File: src/rtl/div_seq.sv
// div_seq: sequential 32-bit signed divider (restoring shift/subtract).
// Quotient truncates toward zero; a zero divisor raises data_exception.
// Optional feature macro: DIV_REMAINDER_EN adds the data_remainder output,
// whose sign follows the dividend.
module div_seq (
    input  logic        clk,
    input  logic        reset,
    input  logic        ctrl_DIV,
    input  logic [31:0] data_operandA,
    input  logic [31:0] data_operandB,
    output logic [31:0] data_result,
    output logic        data_exception,
    output logic        data_resultRDY,
    output logic        busy
`ifdef DIV_REMAINDER_EN
    ,
    output logic [31:0] data_remainder
`endif
);

    typedef enum logic [1:0] {
        IDLE = 2'd0,
        RUN  = 2'd1,
        FIX  = 2'd2,
        DONE = 2'd3
    } state_t;

    state_t      state;
    state_t      next_state;
    logic [4:0]  step_cnt;
    logic [64:0] work;
    logic        sign_a;
    logic        sign_b;
    logic [31:0] abs_b;

    logic [31:0] abs_a_in;
    logic [31:0] abs_b_in;
    logic        div_zero;
    logic [33:0] trial;
    logic [31:0] quot_fixed;

    // Operand magnitudes and the per-step trial subtraction.
    // The trial keeps one extra top bit so the sign is unambiguous;
    // the partial remainder never exceeds 32 bits, so bit 64 is zero.
    always_comb begin
        abs_a_in   = data_operandA[31] ? (~data_operandA + 32'd1) : data_operandA;
        abs_b_in   = data_operandB[31] ? (~data_operandB + 32'd1) : data_operandB;
        div_zero   = (data_operandB == 32'd0);
        trial      = work[64:31] - {2'b00, abs_b};
        quot_fixed = (sign_a ^ sign_b) ? (~work[31:0] + 32'd1) : work[31:0];
    end

    // State register; reset has priority over everything.
    always_ff @(posedge clk) begin
        if (reset) begin
            state <= IDLE;
        end else begin
            state <= next_state;
        end
    end

    // Next-state logic; a start pulse aborts whatever is in flight.
    always_comb begin
        next_state = state;
        unique case (state)
            IDLE: next_state = IDLE;
            RUN:  next_state = (step_cnt == 5'd31) ? FIX : RUN;
            FIX:  next_state = DONE;
            DONE: next_state = IDLE;
            default: next_state = IDLE;
        endcase
        if (ctrl_DIV) begin
            next_state = div_zero ? DONE : RUN;
        end
    end

    // Datapath: operand capture, 32 shift/subtract steps and sign correction.
    always_ff @(posedge clk) begin
        if (reset) begin
            step_cnt       <= 5'd0;
            work           <= 65'd0;
            sign_a         <= 1'b0;
            sign_b         <= 1'b0;
            abs_b          <= 32'd0;
            data_result    <= 32'd0;
            data_exception <= 1'b0;
`ifdef DIV_REMAINDER_EN
            data_remainder <= 32'd0;
`endif
        end else if (ctrl_DIV) begin
            step_cnt <= 5'd0;
            work     <= {33'd0, abs_a_in};
            sign_a   <= data_operandA[31];
            sign_b   <= data_operandB[31];
            abs_b    <= abs_b_in;
            if (div_zero) begin
                data_result    <= 32'd0;
                data_exception <= 1'b1;
`ifdef DIV_REMAINDER_EN
                data_remainder <= 32'd0;
`endif
            end
        end else if (state == RUN) begin
            step_cnt <= step_cnt + 5'd1;
            if (!trial[33]) begin
                work <= {trial[32:0], work[30:0], 1'b1};
            end else begin
                work <= {work[63:0], 1'b0};
            end
        end else if (state == FIX) begin
            data_result    <= quot_fixed;
            data_exception <= 1'b0;
`ifdef DIV_REMAINDER_EN
            data_remainder <= sign_a ? (~work[63:32] + 32'd1) : work[63:32];
`endif
        end
    end

    assign data_resultRDY = (state == DONE);
    assign busy           = (state == RUN) || (state == FIX);

endmodule

File: config.mk
export PLATFORM = sky130hd
export DESIGN_NAME = div_seq
export DESIGN_NICKNAME = d
export VERILOG_FILES = /design/src/rtl/div_seq.sv
export SDC_FILE = /design/constraint.sdc
export NUM_CORES = 1
export LEC_CHECK = 0
export BUFFER_PORTS_ARGS = -buffer_cell sky130_fd_sc_hd__buf_2
export CAP_MARGIN = 20
export CORE_MARGIN = 1.5
export CORE_UTILIZATION = 50
export CTS_CLUSTER_SIZE = 12
export DETAILED_ROUTE_END_ITERATION = 10
export HOLD_SLACK_MARGIN = 0.06
export PLACE_DENSITY = 0.7
export SLEW_MARGIN = 0
export SYNTH_ARGS = -nofsm -noshare
export SYNTH_HDL_FRONTEND = slang
export SYNTH_SLANG_ARGS = --single-unit
File: constraint.sdc
create_clock -name clk -period 4.9 [get_ports clk]
set_input_delay 0 -clock clk [delete_from_list [all_inputs] [get_ports clk]]
set_output_delay 0 -clock clk [all_outputs]
set_load 0.01 [all_outputs]
After elaboration in Yosys (flattened, before gate mapping):

Cells that the tools add are included.
Widths: inputs -> output; s select.

* register bits after elaboration: 139
* latch bits: 0
* memory bits (writable): 0
* memory bits (read-only): 0
* memories kept: 0

* $add $sub $neg: 5
* multiply operators: 0
* div/mod/pow operators: 0
* magnitude comparators: 0
* equality and inequality tests: 6
* shift-type cells: 0
* mux-type cells: 18
* bitwise operators: 4
* reduce and logical (&&, ||, !) cells: 8

Operator list (count)
* $mux 32: 9
* $add 32x1->32 const B: 3
* $not 32->32: 3
* $mux 65: 1
* $sub 34x32->34: 1
* $logic_not 32->1: 1
* $mux 2: 3
* $pmux 2 s3: 1
* $add 5x1->5 const B: 1
* $eq 5x5->1 const B: 1
* $eq 2x2->1 const B: 2
* $mux 1: 4
* $reduce_bool 2->1: 2
* $reduce_or 2->1: 2
* $reduce_and 3->1: 1
* $eq 2x1->1 const B: 1
* $logic_not 2->1: 1
* $ne 2x1->1 const B: 1
* $ne 2x2->1 const B: 1
* $logic_or 1x1->1: 1
* $xor 1x1->1: 1

Depth between registers and ports, before layout:

* depth after elaboration: 6
* gate-level depth with buffers: 13
* gate-level depth less buffers: 12

Worst setup path after synthesis:

Ideal clock, no wire load.

* path kind: reg2reg
* start: register abs_b[4]
* end: register work[58]
* library setup time: 0.079 ns
* arrival time: 2.820 ns
* path slack: 2.001 ns
* stages on the path, launching flop included: 13
* buffers on the path: 1
* clock period less this slack: 2.899 ns
* path through: dfxtp_1 -> inv_1 -> ha_1 -> a21o_1 -> a31oi_1 -> a21oi_1 -> o211ai_1 -> nand2_1 -> a31oi_1 -> xor2_1 -> clkbuf_1 -> nand4_1 -> o211ai_1

* word-level cells in the longest chain between the ends: 2

Ends and longest elaborated chain
* start, declared: line 34 `logic [31:0] abs_b;`
* start signal, assigned: line 95 `abs_b <= abs_b_in;`
* $sub 34x32->34: line 49 `trial = work[64:31] - {2'b00, abs_b};`
* $mux 65: line 105 `if (!trial[33]) begin`
* end signal, assigned: line 92 `work <= {33'd0, abs_a_in};`
* end signal, assigned: line 106 `work <= {trial[32:0], work[30:0], 1'b1};`
* end signal, assigned: line 108 `work <= {work[63:0], 1'b0};`
* end, declared: line 31 `logic [64:0] work;`

Every way passes these cells.
A chain may end at the register's enable or synchronous reset.

Worst setup path after layout:

* start: input data_operandA[4]
* end: register work[29]

* word-level cells in the longest chain between the ends: 4

Ends and longest elaborated chain
* start, declared: line 9 `input logic [31:0] data_operandA,`
* $not 32->32: line 46 `abs_a_in = data_operandA[31] ? (~data_operandA + 32'd1) : data_operandA;`
* $add 32x1->32: line 46
* $mux 32: line 46
* $mux 32: line 90 `end else if (ctrl_DIV) begin`

Every way passes these cells.

==> metrics.md <==
| Metric | Value |
|---|---|
| Die Y | 138 um |
| R2R Setup Slk | 1.24 ns |
| H-tree Lvls | 4 |
| Largest net degree at the start of global routing | 86 |
| Leak | between 0.004 and 0.005 uW |
| Final non-filler cell total | 1542 |
| Die area | 0.0190 mm^2 |
| Clock Latency Late Sink | between 0.4 and 0.5 ns |
| Buf/Inv on CP | 3 |
| DRC | 0 |
| Post-synth net total | 1279 |
| Clock root buffer master | clkbuf_16 |
| Clock Pin Slew Worst Setup and Hold Paths | 0.06 ns |
| TNS Setup | 0 ns |
| Critical path endpoint category | flip-flop |
| R2R depth | 12 |
| Kind of critical path | primary input to flip-flop |
| Die X-Extent | 138 um |
| Fin nets | 1408 |
| Area leader, netlist | dfxtp_1 |
| Post-synth top area share | 30.6% |
| Initial DRC count | 762 |
| WL per Instance | 16.0 um |
| Fmax | between 0.2 and 0.3 GHz |
| Minimum clock period | 3.84 ns |
| Longest Clk Path Bufs | 2 |
| Number of antenna diodes | 0 |
| Synth area leaders | dfxtp_1 31%, xor2_1 7.7%, a211oi_1 6.8% |
| First-pass GRT wire length | 40.5 mm |
| Syn. warnings | 0 |
| Endpoints failing setup | 0 |
| Initial Utilization | 50.8% |
| CP Data Required Time | roughly 5.2 ns |
| Status | finished clean |
| Worst Hold Depth | 3 |
| IO Port Bufs | 101 |
| Max Cap Viol | 0 |
| Slew Limit Fails | 0 |
| Sequential area share after synthesis | 30.6% |
| Placed Cells | approximately 1.4k |
| Row Count | about 50 |
| Main flop type after synthesis | dfxtp_1 |
| Cells after Synth | 1171 |
| Area grow syn2layout | 21.1% |
| Share of cells above drive strength 1 | 11.7% |
| Worst slew margin | 39.9% |
| Mean Syn Cell Area | 7.77 um^2 |
| Crit-path cells | dlygate4sd3_1, buf_2, or4_1, nor3_1, nand3_1, or4_1, or4_4, or3_1, o31ai_1, xor2_1, dlygate4sd3_1, o22ai_1 |
| Slew of the pin with the lowest slew margin | approximately 0.9 ns |
| Worst Path Arrival | 4.14 ns |
| CTS tree | yes |
| DR vias | 8903 |
| Max IR drop VDD | about 270 uV |
| R2R Path Start | abs_b[4] |
| Hold endpoint | work[20] |
| Synthesis-stage register bit count | 139 |
| HP Start | data_operandA[20] |
| Setup bufs post-CTS | 0 |
| RePlAce Congestion | 0.914 |
| DRT antenna net count | 0 |
| Post-DP HPWL | 16.6 mm |
| Post-synth EDFFs | 0 |
| RSZ-0062 raised after global routing | no |
| Post-synth ARST share | 0% |
| Clock sink count | 139 |
| Via density | 5.77 |
| Slowest CP cell | dlygate4sd3_1 |
| Core ar. | between 0.015 and 0.02 mm^2 |
| RR Endpoint | work[58] |
| Antenna violations before repair | 0 |
| Num CTS Buffers | 17 |
| DRT Wirelength | 24.7 mm |
| Synthesized area | 0.00910 mm^2 |
| GRT overflow | 0 |
| Number of global-route vias before repair | 8160 |
| Critical path peak fanout | 5 |
| Total GRT Usage | between 20% and 30% |
| CP peak stage delay | 0.57 ns |
| Cell variety after synth | 56 |
| Final period util | 78.3% |
| CP delay by family, top | simple AND/OR/NAND/NOR gates |
| I/O Pins | 102 |
| Pre-antenna DRT Iters | 6 |
| Setup crit start kind | primary input |
| Power Dens Cells | 309 mW/mm^2 |
| Min-Delay Path Class | primary input to flip-flop |
| Clock Skew | 0.0117 ns |
| Fin. Hold Viols | 0 |
-- tightest hold or removal path, stage by stage --
cell and delay, ns:
buf_2 0.10, xor2_1 0.23, a211oi_1 0.12
-- final cells by class --
type | count | area (um^2)
sequential | 139 | 2780
tap | 229 | 287
multi-input combinational | 907 | 5870
clock inverter | 15 | 154
inverter | 52 | 195
clock buffer | 17 | 425
timing repair buffer | 183 | 1300
fill | 1581 | 6890
-- state kept, by name (all words and copies together), names as in the netlist --
register,count
data_exception,1
data_result,32
sign_b,1
state,2
abs_b,32
work,65
sign_a,1
step_cnt,5
-- Yosys cell counts, types with 3 or more instances --
master / instances
a41oi_1: 4
and2_1: 4
inv_1: 52
nor3b_1: 7
or3_1: 14
nand3b_1: 4
nand3_1: 39
nand2b_1: 7
nor3_1: 11
buf_1: 5
o21a_1: 5
nor2b_1: 32
o31ai_1: 20
nand4b_1: 3
ha_1: 40
nand4_1: 7
nand2_1: 131
o21ai_0: 70
nor4_1: 9
nor2_1: 78
and3_1: 12
o41ai_1: 8
a211oi_1: 83
xnor2_1: 41
o22ai_1: 8
a21o_1: 13
mux2i_1: 19
a31oi_1: 32
or4_1: 9
o311ai_0: 4
a21oi_1: 81
a21boi_0: 4
o2111ai_1: 5
clkbuf_1: 66
dfxtp_1: 139
xor2_1: 80
-- routing by layer --
metal / vias up / GRT usage, % / wire length (um)
li1: 4468 / - / -
met1: 4167 / 38.4 / 11900
met2: 227 / 40.9 / 11100
met3: 41 / 4.20 / 1110
met4: 0 / 8.68 / 496
met5: - / 0 / 0
-- worst max path at each step --
stage	cells after the start	slack (ns)	from	endpoint
2_1_floorplan	12	2.00	abs_b[4]	work[58]
3_3_place_gp	12	1.44	abs_b[4]	work[58]
3_5_place_dp	12	1.35	abs_b[4]	work[57]
4_1_cts	12	1.17	data_operandA[4]	work[29]
5_1_grt	12	0.95	data_operandA[4]	work[25]
6_report	12	1.06	data_operandA[4]	work[29]
-- layout by cell type, fill, tap and decap left out, types with 11 or more instances in the layout --
cell type	instances
dfxtp_1	139
nand2_1	131
buf_2	100
a211oi_1	83
a21oi_1	81
xor2_1	79
nor2_1	78
o21ai_0	70
dlygate4sd3_1	70
inv_1	52
xnor2_1	40
nand3_1	39
ha_1	39
a31oi_1	32
nor2b_1	32
o31ai_1	20
mux2i_1	19
clkbuf_16	17
or3_1	14
a21o_1	13
buf_4	13
and3_1	12
nor3_1	11
-- cells by family (layout without fill, tap and decap cells) --
kind of cell             count (synthesis)  count (layout)  share of synthesized area (%)
AND/OR/NAND/NOR                        374             374                           20.0
AO/OA/AOI/OAI                          352             352                           24.8
flip-flops                             139             139                           30.6
buffers and inverters                  125             267                           5.18
XOR/XNOR                               121             121                           11.6
adder cells (fa/ha/maj)                 41              41                           5.72
multiplexers                            19              19                           2.09
-- through the flow --
step           util [%]  hold slack [ns]  cell area [um^2]  setup WS (ns)  power, uW
2_1_floorplan         -            0.147              9100           2.00       1850
3_3_place_gp       54.3            0.289              9730           1.44       2060
3_5_place_dp       54.3            0.299              9730           1.35       2070
4_1_cts            61.5           0.0691             11000           1.17       3390
5_1_grt            61.5            0.113             11000          0.947       3560
6_report           61.5           0.0785             11000           1.06       3400
-- power by group --
part / switching (uW) / internal (uW)
Sequential: 60.0 / 1190
Clock: 565 / 717
Combinational: 504 / 365
Total: 1130 / 2270
-- what timing repair did --
action | 4_1_cts | 5_1_grt
endpoints found under the hold margin | 59 | 0
hold buffers | 70 | 0
resized for setup | 0 | 0
Note: power is estimated with default switching activity, not from simulation.
